File: src/rtl/cpu4_regfile_sb.sv
// cpu4_regfile_sb: register file with per-register busy (scoreboard) bits.
// NRD combinational read ports, two write-back ports, one issue port, flush.
// Optional feature: define CPU4_RF_BYPASS_EN to forward same-cycle write-back
// data (and busy status) to matching read ports; undefined means reads show
// stored state only.
module cpu4_regfile_sb #(
    parameter int unsigned XLEN        = 32,
    parameter int unsigned RFREG_NUM   = 32,
    parameter int unsigned RFIDX_WIDTH = 5,
    parameter int unsigned NRD         = 2
) (
    input  logic                         clk,
    input  logic                         rst,
    input  logic [NRD*RFIDX_WIDTH-1:0]   rs_idx,
    output logic [NRD*XLEN-1:0]          rs_data,
    output logic [NRD-1:0]               rs_busy,
    input  logic                         wb0_wen,
    input  logic [RFIDX_WIDTH-1:0]       wb0_idx,
    input  logic [XLEN-1:0]              wb0_data,
    input  logic                         wb1_wen,
    input  logic [RFIDX_WIDTH-1:0]       wb1_idx,
    input  logic [XLEN-1:0]              wb1_data,
    input  logic                         iss_vld,
    input  logic [RFIDX_WIDTH-1:0]       iss_idx,
    input  logic                         flush,
    output logic [RFIDX_WIDTH:0]         busy_cnt
);

    localparam int unsigned CNT_W = RFIDX_WIDTH + 1;

    // An index names real storage only if it is nonzero and below RFREG_NUM.
    function automatic logic idx_ok(input logic [RFIDX_WIDTH-1:0] idx);
        return (idx != '0) && (32'(idx) < RFREG_NUM);
    endfunction

    logic [XLEN-1:0]      regs [RFREG_NUM];
    logic [RFREG_NUM-1:0] busy;
    logic [RFREG_NUM-1:0] busy_nxt;
    logic [CNT_W-1:0]     cnt_nxt;
    logic                 wb0_hit;
    logic                 wb1_hit;
    logic                 iss_hit;

    assign wb0_hit = wb0_wen && idx_ok(wb0_idx);
    assign wb1_hit = wb1_wen && idx_ok(wb1_idx);
    // Flush drops a same-cycle issue.
    assign iss_hit = iss_vld && idx_ok(iss_idx) && !flush;

    // Register storage; port 1 wins on a same-index double write, x0 never written.
    always_ff @(posedge clk or posedge rst) begin
        if (rst) begin
            for (int unsigned i = 0; i < RFREG_NUM; i++) begin
                regs[i] <= '0;
            end
        end else begin
            for (int unsigned i = 1; i < RFREG_NUM; i++) begin
                if (wb1_hit && (32'(wb1_idx) == i)) begin
                    regs[i] <= wb1_data;
                end else if (wb0_hit && (32'(wb0_idx) == i)) begin
                    regs[i] <= wb0_data;
                end
            end
        end
    end

    // Next busy vector: flush clears all, else write-backs clear and issue sets last.
    always_comb begin
        busy_nxt = busy;
        if (flush) begin
            busy_nxt = '0;
        end else begin
            if (wb0_hit) begin
                busy_nxt[wb0_idx] = 1'b0;
            end
            if (wb1_hit) begin
                busy_nxt[wb1_idx] = 1'b0;
            end
            if (iss_hit) begin
                busy_nxt[iss_idx] = 1'b1;
            end
        end
        busy_nxt[0] = 1'b0;
    end

    // Population count of the next busy vector, registered alongside it.
    always_comb begin
        cnt_nxt = '0;
        for (int unsigned i = 0; i < RFREG_NUM; i++) begin
            cnt_nxt = cnt_nxt + CNT_W'(busy_nxt[i]);
        end
    end

    // Busy bits and their count.
    always_ff @(posedge clk or posedge rst) begin
        if (rst) begin
            busy     <= '0;
            busy_cnt <= '0;
        end else begin
            busy     <= busy_nxt;
            busy_cnt <= cnt_nxt;
        end
    end

    for (genvar k = 0; k < NRD; k++) begin : g_rd
        logic [RFIDX_WIDTH-1:0] rd_idx;
        logic [XLEN-1:0]        rd_data;
        logic                   rd_busy;

        assign rd_idx = rs_idx[k*RFIDX_WIDTH +: RFIDX_WIDTH];

        // Read port k: stored state, optionally overridden by same-cycle write-back.
        always_comb begin
            rd_data = '0;
            rd_busy = 1'b0;
            if (idx_ok(rd_idx)) begin
                rd_data = regs[rd_idx];
                rd_busy = busy[rd_idx];
`ifdef CPU4_RF_BYPASS_EN
                if (wb1_hit && (wb1_idx == rd_idx)) begin
                    rd_data = wb1_data;
                    rd_busy = iss_hit && (iss_idx == rd_idx);
                end else if (wb0_hit && (wb0_idx == rd_idx)) begin
                    rd_data = wb0_data;
                    rd_busy = iss_hit && (iss_idx == rd_idx);
                end
`endif
            end
        end

        assign rs_data[k*XLEN +: XLEN] = rd_data;
        assign rs_busy[k]              = rd_busy;
    end

endmodule

File: config.mk
export PLATFORM = sky130hd
export DESIGN_NAME = cpu4_regfile_sb
export DESIGN_NICKNAME = d
export VERILOG_FILES = /design/src/rtl/cpu4_regfile_sb.sv
export SDC_FILE = /design/constraint.sdc
export NUM_CORES = 2
export LEC_CHECK = 0
export ABC_CLOCK_PERIOD_IN_PS = 32800
export CAP_MARGIN = 10
export CORE_ASPECT_RATIO = 0.7
export CORE_MARGIN = 8
export CORE_UTILIZATION = 33
export DETAILED_ROUTE_END_ITERATION = 12
export HOLD_SLACK_MARGIN = 0.02
export SLEW_MARGIN = 20
export SYNTH_ARGS = -nofsm -noshare
export SYNTH_HDL_FRONTEND = slang
export SYNTH_SLANG_ARGS = --single-unit
File: constraint.sdc
create_clock -name clk -period 32.8 [get_ports clk]
set_input_delay 6.56 -clock clk [delete_from_list [all_inputs] [get_ports clk]]
set_output_delay 6.56 -clock clk [all_outputs]
set_load 0.05 [all_outputs]
## Yosys cells after proc, flatten, opt, wreduce, memory -nomap -nowiden

Index checks and enable logic that the tools add are counted.

| operators by class | value |
|---|---|
| $lt $le $gt $ge | 10 |
| add/subtract/negate cells | 30 |
| multiplexer cells | 88 |
| eq/ne operators | 62 |
| reductions and logical operators | 106 |
| bitwise logic cells | 7 |

Operators with widths:

| operator | count |
|---|---|
| $mux 32 | 74 |
| $bmux 32 s5 | 2 |
| $eq 5x5->1 const B | 32 |
| $add 6x1->6 | 25 |
| $eq 5x4->1 const B | 16 |
| $logic_and 1x1->1 | 69 |
| $and 32x32->32 | 2 |
| $not 32->32 | 2 |
| $reduce_bool 2->1 | 31 |
| $eq 5x3->1 const B | 8 |
| $or 32x32->32 | 1 |
| $lt 5x6->1 const B | 5 |
| $reduce_bool 5->1 | 5 |
| $eq 5x2->1 const B | 4 |
| $demux 1 s5 | 3 |
| $ge 5x1->1 const B | 3 |
| $ge 6x6->1 const B | 2 |
| $not 5->6 | 2 |
| $bmux 1 s5 | 2 |
| $eq 5x1->1 const B | 2 |
| $mux 1 | 7 |
| $add 5x1->6 | 1 |
| $add 4x1->5 | 1 |
| $add 3x1->4 | 1 |
| 3 further kinds | 3 |

| storage, ports and cells | value |
|---|---|
| output and inout port bits | 72 |
| logic and storage cells | 336 |
| flip-flop bits (word level) | 1029 |
| input port bits | 95 |

## Longest topological paths before layout

| depth | value |
|---|---|
| word-level depth | 44 |
| depth in mapped cells | 22 |
| gate-level depth less buffers | 20 |

## Worst setup path before layout

No wires, ideal clock.

| timing | value |
|---|---|
| kind | input-to-output |
| from | input port rs_idx[0] |
| to | output port rs_data[10] |
| required time | 26240 ps |
| cell stages on the path | 7 |
| arrival | 8811 ps |
| buffers on the path | 4 |
| setup slack | 17429 ps |
| path through | buf_2 -> buf_4 -> buf_4 -> clkbuf_1 -> a22o_1 -> a211oi_1 -> o31ai_1 |

| on the way | value |
|---|---|
| cells in the longest elaborated chain, start to end | 5 |
| elaborated cells on any way between the ends | 6 |
| classes of those cells | mux (4); bitwise (1); reduce/logical (1) |

Ends and longest elaborated chain:

| item | line | source |
|---|---|---|
| from (decl) | 14 | `input logic [NRD*RFIDX_WIDTH-1:0] rs_idx,` |
| $not 5->6 (implied by the code) | 116 | `rd_data = regs[rd_idx];` |
| $bmux 32 s5 | 116 |  |
| $mux 32 (implied by the code) (2 in a row) | 116 |  |
| $mux 32 (*) | 115 | `if (idx_ok(rd_idx)) begin` |
| to (decl) | 15 | `output logic [NRD*XLEN-1:0] rs_data,` |

Every way passes the cells marked *; elsewhere a longest branch is shown, timed or not. The select of a mux whose other input is x is not followed.

## Worst setup path after layout

| timing | value |
|---|---|
| from | input port rs_idx[5] |
| to | output port rs_data[56] |

The elaborated chain is that of the path after synthesis.

==> results.toml <==
[sta]
finalCritPeriodShare_pct = 53.8
slew_viol_final = 0
finalSetupViolCount = 0
fin_ws_ps = 15140
whs_ps = 509
finalClockSkew_ps = 9.73
rsz0062_at_grt = "no"
timing.slew.headroom_pct = 16.0
tightest_slew_ps = 1260
hold_violations = 0
finalSetupTns_ps = 0
finalCriticalPeriod_ps = 17660
fmax_mhz = 56.6

[run]
maxCapViolations = 0

[final_layout]
post-route-util_pct = 36.6
drive_gt1_share_pct = 15.5
area_growth_pct = 10.8
stdcell_count = 8725
final_nets = 6100
design_area_sq_um = 72700

[worst_setup_path]
reg2regPathDepth = 18
cp_max_fo = 44
timing.rr.end = "busy_cnt[4]"
cpPeakStageDelay_ps = 990
crit_cells = 8
slowest_stage = "clkdlybuf4s50_1"
criticalPathCategory = "in -> out"
required_ps = 26240
r2r_slack_ps = 27350
arrival_ps = 11100
setup.worst_path.end_class = "output port"
crit_path_cell_trace = "buf_8 > buf_4 > buf_4 > mux4_2 > mux2i_1 > and2_1 > o31ai_1 > clkdlybuf4s50_1"
worst-path-buf-inv = 4
worstReg2RegStart = "busy[18]"
crit_top_cell = "buf_4"
crit_family = "buffers and inverters"
critPathLaunchType = "primary input"

[power]
power_density_nw_per_um2 = 60.1
p_seq_share_pct = 42.7
power.share.switching_pct = 32.3
power_mw = 4.36
power.switching_mw = 1.41
power.internal_mw = 2.96
p_comb_share_pct = 25.9
irDropWorstVdd_mv = 0.0460
clock_power_share_pct = 31.4
power_leakage_nw = 30.8

[routing]
drtPass1Iterations = 8
viasPerCell = 6.13
antenna_left = 0
vias = 53500
route.detailed.drc = 0
wl_per_cell_um = 30.4
drtIter0Drc = 7675
wl_mm = 265

[clock_network]
h-tree-depth = 3
cts_buffers = 110
cts_hold_buf = 0
tritoncts = "done"
cts.clk_slew.worst_paths_ps = 60
clockBufferDepth = 3
cts_resized = 0
post-cts-setup-buffers = 0
numClockSinks = 1029
clock_latency_ps = 750
cts_root_buf = "clkbuf_16"

[global_routing]
grtUsageTotal_pct = 24.0
grt_pass1_wl_mm = 381
grt_overflow = 0
first_global_vias = 52300
antenna_found_initial = 18
grt_max_degree = 178

[floorplan]
die_area_sq_um = 214000
start_util_pct = 33.1
io_pins = 167
core_sq_um = 198000
fp.dieW_um = 549
num_rows = 137
die_h_um = 389

[logic_synthesis]
synth-main-ff-cell = "dfrtp_1"
avgSynthCellArea_sq_um = 10.4
syn_nets = 6403
synth.distinct_cells = 64
yosysSeqAreaShare_pct = 39.3
yosys-top-cells-area = "dfrtp_1 (39%), mux2i_1 (18%), mux4_2 (14%)"
ys_warn_count = 32
yosys_register_bits = 1029
synthCells = 6278
async_flop_share_pct = 100
synth_top_area_share_pct = 39.3
synth_edf_count = 0
syn_area_sq_um = 65600
yosysTopAreaCell = "dfrtp_1"

[run_status]
status = "complete, no violations"

[place]
dp_cells = 8504
dp_slack_ps = 15170
gp_congestion = 0.841
placed_cell_area_sq_um = 68800
hpwl_mm = 145
port-buffer-count = 166

[hold_path]
hold_class = "reg -> reg"
hold_depth = 2
hold_path_startpoint = "regs[879]"
holdPathEnd = "regs[879]"
## flip-flops by register name (all words and copies together), names as in the netlist
register / cells
busy_cnt: 6
regs: 992
busy: 31
## cells by family after synthesis
kind of cell	after synthesis	share of synthesized area [%]
mux	1621	32.4
compound gates	1517	13.6
simple gates	1302	8.38
flops	1029	39.3
buf+inv	776	5.45
fa+ha+maj	30	0.836
xor+xnor	3	0.0401
## worst reg2reg max path, stage by stage, from the launching register on
cell and delay (ps):
dfrtp_1 380, or3b_2 510, a21o_1 210, fa_1 490
fa_1 500, inv_1 50, fa_1 480, inv_1 50
fa_1 460, fa_1 490, inv_1 50, fa_1 450
fa_1 420, inv_1 100, fa_1 210, inv_1 50
a21o_1 150, a21oi_1 170, xnor2_1 150
## layer usage
metal	global-route usage, %	share of wire (%)
met2	36.0	43
met1	31.7	39
met4	11.4	5.6
met5	0	0.0091
met3	7.22	12
## worst max path at each step
stage	from	to	slack, ps
2_1_floorplan	rst	busy[10]	12060
3_3_place_gp	rs_idx[5]	rs_data[58]	15140
3_5_place_dp	rs_idx[5]	rs_data[58]	15170
4_1_cts	rs_idx[5]	rs_data[58]	15160
5_1_grt	rs_idx[5]	rs_data[56]	15040
6_report	rs_idx[5]	rs_data[56]	15140
## cell usage in the layout (no fill, tap or decap), types with 113 or more instances in the layout
cell | netlist | routed
a21oi_1 | 469 | 469
a22o_1 | 197 | 197
buf_4 | 84 | 158
clkbuf_16 | 0 | 113
clkdlybuf4s50_1 | 0 | 126
dfrtp_1 | 1029 | 1029
mux2i_1 | 1160 | 1160
mux4_2 | 396 | 396
nand2_1 | 619 | 596
nor2_1 | 505 | 495
o21ai_0 | 480 | 480
## cell usage after synthesis, types with 65 or more instances
library cell,n
a211oi_1,66
a21oi_1,469
a22o_1,197
and2_1,72
buf_2,203
buf_4,84
clkbuf_1,415
dfrtp_1,1029
mux2_2,65
mux2i_1,1160
mux4_2,396
nand2_1,619
nor2_1,505
o21ai_0,480
o21ai_1,98
o22ai_1,66
o31ai_1,66
## layout make-up
type	instances	area [sq um]
timing repair buffer	324	2750
antenna	13	32.5
clock inverter	42	529
sequential	1029	25700
inverter	37	143
fill	19300	126000
tap	2641	3300
clock buffer	166	3370
multi-input combinational	4473	36800
## power groups by stage
stage / sequential, mW / combinational [mW] / clock, mW
6_report: 1.86 / 1.13 / 1.37
5_1_grt: 1.90 / 1.22 / 1.43
4_1_cts: 1.85 / 1.13 / 1.38
3_5_place_dp: 1.87 / 1.12 / 0
3_3_place_gp: 1.84 / 1.09 / 0
2_1_floorplan: 1.79 / 0.871 / 0
No activity file was read; power rests on OpenSTA's default activity.
